## config.mk

```make
export PLATFORM = sky130hd
export DESIGN_NAME = alu_seq_ctrl
export DESIGN_NICKNAME = d
export VERILOG_FILES = /design/src/rtl/alu_seq_ctrl.sv
export SDC_FILE = /design/constraint.sdc
export NUM_CORES = 1
export LEC_CHECK = 0
export CAP_MARGIN = 40
export CELL_PAD_IN_SITES_DETAIL_PLACEMENT = 1
export CELL_PAD_IN_SITES_GLOBAL_PLACEMENT = 1
export CORE_MARGIN = 8
export CORE_UTILIZATION = 40
export DETAILED_ROUTE_END_ITERATION = 8
export PLACE_DENSITY = 0.68
export SLEW_MARGIN = 20
export SYNTH_ARGS = -nofsm -noshare
export SYNTH_HDL_FRONTEND = slang
export SYNTH_SLANG_ARGS = --single-unit
```

## constraint.sdc

```tcl
create_clock -name clk -period 3.3 [get_ports clk]
set_clock_uncertainty 0.2 [all_clocks]
set_input_delay 0.495 -clock clk [delete_from_list [all_inputs] [get_ports clk]]
set_output_delay 0.495 -clock clk [all_outputs]
set_load 0.01 [all_outputs]
```

## src/rtl/alu_seq_ctrl.sv

```systemverilog
`default_nettype none
// ============================================================================
//  Module   : alu_seq_ctrl
//  Brief    : Micro-sequencer that loads a short 16-bit program byte-serially
//             and issues it to the ALU/register-file datapath with two-phase
//             (operand read, then execute/write-back) timing.
//  Revision : 1.0 - initial release
// ============================================================================
module alu_seq_ctrl #(
  parameter int DEPTH = 8,
  parameter int AW    = 3
) (
  input  logic          clk,
  input  logic          rst_n,
  input  logic          load_valid_i,
  input  logic [7:0]    load_data_i,
  output logic          load_ready_o,
  input  logic          clear_i,
  input  logic          start_i,
  output logic [15:0]   dp_inst_o,
  output logic          dp_wr_en_o,
  input  logic [7:0]    dp_result_i,
  input  logic          dp_zero_i,
  output logic [7:0]    result_o,
  output logic          zero_o,
  output logic          result_valid_o,
  output logic          busy_o,
  output logic          done_o,
  output logic [AW-1:0] pc_o,
  output logic [AW:0]   count_o,
  output logic          ovf_err_o
);

  localparam logic [2:0]  c_OP_WR   = 3'b011;
  localparam logic [2:0]  c_OP_HALT = 3'b111;
  localparam logic [AW:0] c_FULL    = (AW+1)'(DEPTH);

  typedef enum logic [1:0] {
    S_IDLE = 2'd0,
    S_READ = 2'd1,
    S_EXEC = 2'd2,
    S_DONE = 2'd3
  } state_t;

  state_t        state_q;
  logic [15:0]   buf_q [DEPTH];
  logic [AW:0]   count_q;
  logic          phase_q;
  logic [7:0]    low_q;
  logic [AW-1:0] pc_q;
  logic          ovf_q;
  logic [7:0]    result_q;
  logic          zero_q;
  logic          rv_q;
  logic          done_q;
  logic          busy_q;

  logic          w_idle;
  logic          w_full;
  logic          w_accept;
  logic          w_issue;
  logic [15:0]   w_cur;
  logic          w_last;
  logic          w_halt;

  assign w_idle   = (state_q == S_IDLE);
  assign w_full   = (count_q == c_FULL);
  // A byte is taken only in IDLE, when there is room, and when neither
  // start nor clear claims the cycle (clear wins over a load).
  assign w_accept = w_idle && !start_i && !clear_i && load_valid_i && !w_full;
  assign w_issue  = (state_q == S_READ) || (state_q == S_EXEC);
  assign w_cur    = buf_q[pc_q];
  assign w_last   = (({1'b0, pc_q} + 1'b1) == count_q);
  assign w_halt   = (w_cur[2:0] == c_OP_HALT);

  // Outputs decoded purely from state and buffer contents; no dp_* feedthrough.
  assign load_ready_o   = w_idle && !start_i && !w_full;
  assign dp_inst_o      = w_issue ? w_cur : 16'h0000;
  assign dp_wr_en_o     = (state_q == S_EXEC) && (w_cur[2:0] == c_OP_WR);
  assign result_o       = result_q;
  assign zero_o         = zero_q;
  assign result_valid_o = rv_q;
  assign busy_o         = busy_q;
  assign done_o         = done_q;
  assign pc_o           = pc_q;
  assign count_o        = count_q;
  assign ovf_err_o      = ovf_q;

  // Instruction storage: the high byte completes an entry together with the held low byte.
  always_ff @(posedge clk) begin
    if (w_accept && phase_q) begin
      buf_q[count_q[AW-1:0]] <= {load_data_i, low_q};
    end
  end

  // Sequencer FSM with loader bookkeeping and registered status outputs.
  always_ff @(posedge clk or negedge rst_n) begin
    if (!rst_n) begin
      state_q  <= S_IDLE;
      count_q  <= '0;
      phase_q  <= 1'b0;
      low_q    <= 8'h00;
      pc_q     <= '0;
      ovf_q    <= 1'b0;
      result_q <= 8'h00;
      zero_q   <= 1'b0;
      rv_q     <= 1'b0;
      done_q   <= 1'b0;
      busy_q   <= 1'b0;
    end else begin
      rv_q   <= 1'b0;
      done_q <= 1'b0;
      case (state_q)
        S_IDLE: begin
          if (clear_i) begin
            count_q <= '0;
            phase_q <= 1'b0;
            ovf_q   <= 1'b0;
          end else if (start_i) begin
            // A half-loaded instruction is abandoned when a run begins.
            phase_q <= 1'b0;
            pc_q    <= '0;
            if (count_q == '0) begin
              state_q <= S_DONE;
              done_q  <= 1'b1;
            end else begin
              state_q <= S_READ;
              busy_q  <= 1'b1;
            end
          end else if (load_valid_i && w_full) begin
            ovf_q <= 1'b1;
          end else if (w_accept) begin
            if (!phase_q) begin
              low_q   <= load_data_i;
              phase_q <= 1'b1;
            end else begin
              count_q <= count_q + 1'b1;
              phase_q <= 1'b0;
            end
          end
        end
        S_READ: begin
          state_q <= S_EXEC;
        end
        S_EXEC: begin
          result_q <= dp_result_i;
          zero_q   <= dp_zero_i;
          rv_q     <= 1'b1;
          if (w_halt || w_last) begin
            state_q <= S_DONE;
            done_q  <= 1'b1;
            busy_q  <= 1'b0;
          end else begin
            pc_q    <= pc_q + 1'b1;
            state_q <= S_READ;
          end
        end
        default: begin
          state_q <= S_IDLE;
        end
      endcase
    end
  end

endmodule
`default_nettype wire

```

==> summary.md, run 1 <==
| Metric | Value |
|---|---|
| Critical Path RT | `2600 ps` |
| Via count | `3458` |
| Post-synthesis cell type count | `42` |
| Worst-Skew Late Latency | `420 ps` |
| Num rows | `46` |
| Die span in y | `143 um` |
| Num Clock Sinks | `159` |
| WL/cell | `21.6 um` |
| Max-cap check violation count | `0` |
| H-tree depth | `4` |
| Iter 0 DRT Violations | `163` |
| Residual antenna-violating net count after detailed routing | `0` |
| Overflow after GRT | `0` |
| Post-Syn Area | `0.00640 sq mm` |
| GPL Wtd Cong | `0.744` |
| Hold Vio Cnt, Final | `0` |
| Core outline area | `0.0158 sq mm` |
| Relative slew margins | `50.4%` |
| Setup ws final | `131 ps` |
| Worst EP arrival | `2470 ps` |
| Static leakage | `2.77 nW` |
| Fin area | `0.00799 sq mm` |
| Drt first pass iters | `4` |
| HP Class | `reg2reg` |
| PwrDens | `883 mW/mm^2` |
| Tcrit/Tclk final | `96.0%` |
| Total routed wirelength | `14500 um` |
| # setup viols final | `0` |
| CTS tree | `built` |
| Root buffer cell | `clkbuf_16` |
| VDD IR max | `426 uV` |
| Critical path type | `reg2out` |
| Tot GR Track Use | `15.1%` |
| IO buf count | `59` |
| Max clock buf depth | `2` |
| Max Fclk | `316 MHz` |
| Post-DP HPWL | `9180 um` |
| Crit. End Element | `output port` |
| Predominant post-synthesis flop cell | `edfxtp_1` |
| Nets@finish | `469` |
| Async S/R FF share, synth | `19.5%` |
| Cells after Synth | `356` |
| Tightest Pin Transition | `742 ps` |
| Ant diodes | `0` |
| Critical Path Fanout Max | `8` |
| Status | `complete, no violations` |
| Vias/cell | `5.17` |
| Area growth syn-to-layout | `24.8%` |
| Crit path time final | `3170 ps` |
| Setup TNS | `0 ps` |
| RSZ-0062 raised after global routing | `false` |
| Seq/Total Area, Yosys | `72.2%` |
| Starting Density | `40.6%` |
| First-pass GRT wire length | `22300 um` |
| Drc violations | `0` |
| Pin count of the biggest net entering global routing | `22` |
| Fin. max-slew vios | `0` |
| Critical Path Source Type | `flop` |
| Antenna violations before repair | `0` |
| EDFF count, synth | `128` |
| Post-Place Worst Slack | `414 ps` |
| Synthesis warning total | `0` |
| Post-placement cell area | `0.00734 sq mm` |
| Die area | `0.0203 sq mm` |
| Reg clk slew, reported paths | `60 ps` |
| Top-level I/O count | `60` |
| Reg-to-reg slack, setup | `690 ps` |
| Die W | `143 um` |
| Syn_area_per_cell | `18.0 sq um` |
| Synth Net Count | `385` |
| Vias in the first global route | `3808` |
| Share of cells above drive strength 1 | `23.4%` |
| Seq cells post-synth | `159` |
| CTS Buf Count | `17` |
==> path summary, 6_finish.rpt <==
path / start / end / depth (start not counted)
max: pc_o[0] / dp_wr_en_o / 5
max reg2reg: count_o[1] / buf_q[1][15] / 8
min reg2reg: result_o[1] / result_o[1] / 1
max in group asynchronous: rst_n / low_q[3] / 2
min in group asynchronous: rst_n / state_q[1] / 1
min: result_o[1] / result_o[1] / 1
==> stage by stage <==
step | std cells | hold slack, ps | total power (W) | util, %
6_report | 669 | 305 | 0.00705 | 50.6
5_1_grt | 669 | 327 | 0.00740 | 50.6
4_1_cts | 668 | 310 | 0.00713 | 50.5
3_5_place_dp | 633 | 295 | 0.00509 | 46.5
3_3_place_gp | 633 | 288 | 0.00503 | 46.5
2_1_floorplan | 356 | -0.591 | 0.00401 | -
==> cell families after synthesis <==
kind of cell             after synthesis  share of synthesized area, %
buffers and inverters                 28                          1.94
XOR/XNOR                               7                          1.17
flip-flops                           159                          72.2
AND/OR/NAND/NOR                       65                          4.61
multiplexers                          55                          15.4
AO/OA/AOI/OAI                         35                          3.34
adder cells (fa/ha/maj)                7                          1.37
==> cells in the mapped netlist, drive strengths merged, types with 3 or more instances <==
cell	instances	share of area [%]
a21oi	19	1.5
o22ai	5	0.49
inv	9	0.53
clkbuf	11	0.65
xnor2	4	0.55
edfxtp	128	60
nand2b	3	0.29
buf	8	0.76
nor2	11	0.65
nand2	36	2.1
mux4	32	11
mux2	19	3.3
ha	7	1.4
dfrtp	31	12
o21ai	3	0.23
nor3	3	0.23
mux2i	4	0.80
==> critical path, stage by stage (launching register included) <==
cell and delay [ps]:
dfrtp_2 470, buf_4 160, mux4_2 500, mux2i_2 300
nor3_1 110, clkdlybuf4s50_1 520
==> report_power, final <==
group,internal [W],switching [W],total (W),leakage [nW]
clock,0.00121,0.000775,0.00199,0.283
sequential,0.00245,0.000219,0.00267,1.54
combinational,0.00124,0.00115,0.00239,0.944
==> what timing repair did <==
action | in CTS | in global routing
hold buffers | 0 | 0
gates resized for setup | 0 | 1
endpoints found under the setup margin | 1 | 3
pin swaps | 0 | 0
setup buffers | 3 | 1
==> registers in the layout, summed over array words and instances, names as in the netlist <==
register	count
result_o	8
ovf_err_o	1
done_o	1
count_o	4
zero_o	1
busy_o	1
low_q	8
result_valid_o	1
phase_q	1
pc_o	3
buf_q	128
state_q	2
==> cell usage in the layout, fill, tap and decap left out, types with 3 or more instances in the layout <==
master             n
a21oi_1           19
o22ai_1            5
buf_4             25
dfrtp_1           30
nand2b_1           3
edfxtp_1         128
clkdlybuf4s50_1   59
mux4_2            32
xnor2_1            4
mux2_2            11
bufinv_16          3
nand2_1           36
nor2_1            11
inv_1              8
mux2_1             8
ha_1               7
clkinvlp_4         4
clkbuf_16         17
==> metal layers <==
| layer | wire [um] | GRT usage [%] | vias to the layer above |
|---|---|---|---|
| li1 | - | - | 1556 |
| met1 | 6330 | 18.3 | 1825 |
| met2 | 7350 | 25.4 | 64 |
| met3 | 610 | 4.23 | 13 |
| met4 | 176 | 5.37 | 0 |
| met5 | 0 | 0 | - |
==> area by class of cell <==
cell class / count / area (sq um)
Tap cell: 216 / 270
Sequential cell: 159 / 4620
Clock inverter: 12 / 160
Timing Repair Buffer: 84 / 778
Inverter: 9 / 33.8
Multi-Input combinational cell: 169 / 1680
Clock buffer: 20 / 447
Fill cell: 1518 / 7780
Power figures use the tool's default switching activity.
==> inputs of run 2 (changes only) <==
PLACE_DENSITY = 0.66   (was 0.68)
clock period = 4.1 ns   (was 3.3 ns; I/O delays follow)
==> run 2 against run 1 <==
Against the previous run: the run now ends with hold timing left; final cell count fell by 0.90%; worst setup slack improved by 430 ps; cell area decreased by 1.6%; die area unchanged; total power down 24%; combinational power shrank 25%; first-iteration DRC count rose by 1.2%; non-clock buffer count fell by 6; routed wire length about the same; highest routed layer unchanged.
==> summary.md, run 2 (synthesized netlist as in run 1, its figures left out) <==
| Metric | Value |
|---|---|
| Fin. max-slew vios | `0` |
| Worst EP arrival | `2720 ps` |
| Tot GR Track Use | `15.4%` |
| Vias/cell | `5.15` |
| Iter 0 DRT Violations | `165` |
| Starting Density | `40.6%` |
| Uppermost layer routed | `met4` |
| VDD IR max | `343 uV` |
| Commonest non-fill, non-tap cell in the layout | `edfxtp_1` |
| Wire length on met3 | `551 um` |
| Num rows | `46` |
| Largest register FFs | `128` |
| Post-Layout Cell Count | `663` |
| Critical Path RT | `3280 ps` |
| First-pass GRT wire length | `22800 um` |
| RSZ-0062 raised after global routing | `false` |
| Max Fclk | `283 MHz` |
| CTS Buf Count | `17` |
| Die area | `0.0203 sq mm` |
| Die W | `143 um` |
| Root buffer cell | `clkbuf_16` |
| Met1 wire length | `6450 um` |
| Nets@finish | `463` |
| Crit path time final | `3540 ps` |
| Drt first pass iters | `4` |
| Hold Vio Cnt, Final | `18` |
| GPL Wtd Cong | `0.770` |
| H-tree depth | `4` |
| PwrDens | `685 mW/mm^2` |
| Critical Path Source Type | `flop` |
| Top-level I/O count | `60` |
| HP Class | `in2async` |
| Crit. End Element | `output port` |
| Post-CTS Setup Inserts | `0` |
| Pin count of the biggest net entering global routing | `28` |
| Post-Place Worst Slack | `933 ps` |
| Failing checks | `hold timing` |
| Share of cells above drive strength 1 | `21.9%` |
| Most frequent cells in the layout | `128 x edfxtp_1, 58 x clkdlybuf4s50_1, 36 x nand2_1` |
| CTS tree | `built` |
| Max clock buf depth | `2` |
| IO buf count | `59` |
| Worst hold slack | `-4.47 ps` |
| Core outline area | `0.0158 sq mm` |
| Tightest Pin Transition | `799 ps` |
| Setup TNS | `0 ps` |
| Setup ws final | `561 ps` |
| Critical path type | `reg2out` |
| Drc violations | `0` |
| Relative slew margins | `46.7%` |
| Placed cells | `631` |
| Final Util | `49.8%` |
| Residual antenna-violating net count after detailed routing | `0` |
| Max-cap check violation count | `0` |
| # setup viols final | `0` |
| Reg clk slew, reported paths | `60 ps` |
| Met2 routed WL | `7300 um` |
| Static leakage | `2.71 nW` |
| Number of hold buffers added after CTS | `0` |
| Vias in the first global route | `3877` |
| Num Clock Sinks | `159` |
| Overflow after GRT | `0` |
| Multi-input logic area | `0.00167 sq mm` |
| CTS resizes | `0` |
| Die span in y | `143 um` |
| Tcrit/Tclk final | `86.3%` |
| Fill count | `1487` |
| Antenna violations before repair | `0` |
| WL/cell | `21.8 um` |
| Area growth syn-to-layout | `22.8%` |
| Worst-Skew Late Latency | `420 ps` |
| Status | `finished, violations left` |
| Total routed wirelength | `14500 um` |
| Register area | `0.00462 sq mm` |
| Via count | `3417` |
| Critical Path Fanout Max | `14` |
| Ant diodes | `0` |
| Post-DP HPWL | `9170 um` |
-- run 2: per-layer routing --
metal | track usage (%) | up-vias
met4 | 4.25 | 0
met5 | 0 | -
met1 | 19.4 | 1800
met2 | 25.5 | 55
met3 | 4.39 | 14
li1 | - | 1548
-- run 2: final cells by class --
class	count	area share, %
Clock buffer	21	5.60
Tap cell	216	3.44
Clock inverter	11	1.10
Timing Repair Buffer	78	9.42
Sequential cell	159	58.8
Inverter	9	0.430
Multi-Input combinational cell	169	21.2
-- run 2: power by group --
group	internal (W)	leakage [nW]	switching, W
Sequential	0.00197	1.54	0.000209
Combinational	0.000933	0.918	0.000869
Clock	0.000780	0.254	0.000624
-- run 2: worst paths after layout --
| path | startpoint | to | slack, ps | cells past startpoint |
|---|---|---|---|---|
| min in group clk | result_o[0] | result_o[0] | 310 | 1 |
| max reg2reg | state_q[0] | buf_q[7][4] | 1250 | 8 |
| min reg2reg | result_o[0] | result_o[0] | 310 | 1 |
| max in group asynchronous | rst_n | low_q[3] | 3040 | 3 |
| min | rst_n | result_o[6] | -4 | 1 |
| max | pc_o[0] | dp_inst_o[3] | 560 | 5 |
-- run 2: per-stage QoR --
step	instance area, sq um	power [W]	hold WS [ps]
6_report	7860	0.00539	-4.47
5_1_grt	7860	0.00568	8.45
4_1_cts	7860	0.00547	6.04
3_5_place_dp	7330	0.00406	298
3_3_place_gp	7340	0.00400	290
2_1_floorplan	6400	0.00323	119
-- run 2: worst max-delay path: stages (launching register included) --
cell,delay [ps]
dfrtp_2,650
buf_4,380
mux4_2,540
nand2_1,80
a21oi_1,110
clkdlybuf4s50_1,540
==> inputs of run 3 (changes only) <==
CORE_UTILIZATION = 53   (was 40)
PLACE_DENSITY = 0.84   (was 0.66)
==> run 3 against run 2 <==
Against the previous run: the flow now finishes without violations; flip-flop and latch count unchanged; clock-buffer cell count is 2 lower; total power increased by 2.6%; global-route usage up 4.5 points; register-to-register slack worse by 30 ps; utilization increased by 15 points; non-clock buffer count decreased by 4; sequential share of layout area increased by 0.61 points; routed wire length grew 4.6%; die area down 22%; worst setup slack lost 220 ps.
==> summary.md, run 3 (synthesized netlist as in run 1, its figures left out) <==
| Metric | Value |
|---|---|
| Die area | `0.0159 sq mm` |
| Starting Density | `53.7%` |
| Setup TNS | `0 ps` |
| Post-CTS Setup Inserts | `0` |
| Nets@finish | `459` |
| CTS resizes | `0` |
| GPL Wtd Cong | `0.775` |
| Static leakage | `2.71 nW` |
| Crit path cell chain | `mux4_2, mux2i_2, nand2_1, nor3_1, clkdlybuf4s50_1` |
| Commonest non-fill, non-tap cell in the layout | `edfxtp_1` |
| Via count | `3521` |
| Vias/cell | `5.97` |
| Hold Vio Cnt, Final | `0` |
| Worst-Skew Late Latency | `420 ps` |
| CP peak stage delay | `680 ps` |
| Iter 0 DRT Violations | `382` |
| Fin. max-slew vios | `0` |
| Buffers & Inverters on Critical Path | `1` |
| Critical path type | `reg2out` |
| IO buf count | `59` |
| Die W | `126 um` |
| Relative slew margins | `48.4%` |
| CTS Buf Count | `17` |
| Number of hold buffers added after CTS | `0` |
| Reg-to-reg slack, setup | `1220 ps` |
| Drc violations | `0` |
| Max clock buf depth | `2` |
| Most frequent cells in the layout | `128 x edfxtp_1, 59 x clkdlybuf4s50_1, 36 x nand2_1` |
| Family with the most delay on the worst path | `multiplexers` |
| Tcrit/Tclk final | `91.6%` |
| Total power | `0.00553 W` |
| Worst EP arrival | `2940 ps` |
| Drt first pass iters | `4` |
| PwrDens | `710 mW/mm^2` |
| Tot GR Track Use | `19.9%` |
| Post-Place Worst Slack | `800 ps` |
| Status | `complete, no violations` |
| Reg clk slew, reported paths | `60 ps` |
| Overflow after GRT | `0` |
| First-pass GRT wire length | `23300 um` |
| Largest register FFs | `128` |
| Crit path time final | `3760 ps` |
| Num rows | `40` |
| Vias in the first global route | `3866` |
| Residual antenna-violating net count after detailed routing | `0` |
| Num Clock Sinks | `159` |
| Setup ws final | `344 ps` |
| Start point of the critical path | `pc_o[0]` |
| Top-level I/O count | `60` |
| Max Fclk | `266 MHz` |
| Root buffer cell | `clkbuf_16` |
| VDD IR max | `412 uV` |
| Post-DP HPWL | `9340 um` |
| Pin count of the biggest net entering global routing | `36` |
| Min-delay src | `result_o[7]` |
| CTS tree | `built` |
| Antenna violations before repair | `0` |
| Area growth syn-to-layout | `21.5%` |
| Critical Path Source Type | `flop` |
| Worst reg-to-reg path cell count | `8` |
| # setup viols final | `0` |
| Die span in y | `126 um` |
| Hold depth | `1` |
| R2R Path Start | `state_q[0]` |
| Ant diodes | `0` |
| RSZ-0062 raised after global routing | `false` |
| Tightest Pin Transition | `773 ps` |
| H-tree depth | `4` |
| HP Class | `reg2reg` |
| Total routed wirelength | `15100 um` |
| Crit. End Element | `output port` |
| Share of cells above drive strength 1 | `21.2%` |
| Critical Path RT | `3280 ps` |
| Critical Path Fanout Max | `17` |
| Max-cap check violation count | `0` |
| Core outline area | `0.0119 sq mm` |
| WL/cell | `25.6 um` |
| Critical path depth in cells | `5` |
| Cell with the largest stage delay on the worst path | `dfrtp_2` |
==> run 3: final cells by class <==
class / instances / area, sq um
Timing Repair Buffer: 74 / 703
Clock buffer: 19 / 433
Inverter: 9 / 33.8
Clock inverter: 13 / 138
Multi-Input combinational cell: 169 / 1670
Tap cell: 147 / 184
Sequential cell: 159 / 4620
Fill cell: 1036 / 4130
==> run 3: report_power, final <==
| group | leakage [nW] | internal, W | switching [W] |
|---|---|---|---|
| clock | 0.277 | 0.000898 | 0.000626 |
| sequential | 1.54 | 0.00197 | 0.000202 |
| combinational | 0.894 | 0.000926 | 0.000904 |
| total | 2.71 | 0.00379 | 0.00173 |
==> run 3: final timing paths <==
| path | endpoint |
|---|---|
| setup / recovery | dp_wr_en_o |
| hold / removal | result_o[7] |
| setup reg to reg | buf_q[7][5] |
| hold reg to reg | result_o[7] |
| max in group asynchronous | pc_o[0] |
| min in group asynchronous | result_o[6] |
==> run 3: through the flow <==
| stage | cell area, sq um | hold slack, ps | instances | utilization, % |
|---|---|---|---|---|
| after global placement | 7210 | 290 | 558 | 60.5 |
| after floorplan | 6400 | 119 | 356 | - |
| final | 7780 | 311 | 590 | 65.3 |
| after global routing | 7780 | 325 | 590 | 65.3 |
| after CTS | 7780 | 315 | 590 | 65.3 |
| after detailed placement | 7210 | 302 | 558 | 60.5 |
==> run 3: routing by layer <==
layer	global-route usage (%)	wire length (um)	share of wire, %	vias to the layer above
met2	34.2	8020	53	104
met4	6.65	233	1.5	0
met5	0	0	0	-
met1	24.7	6220	41	1863
li1	-	-	-	1536
met3	4.22	657	4.3	18
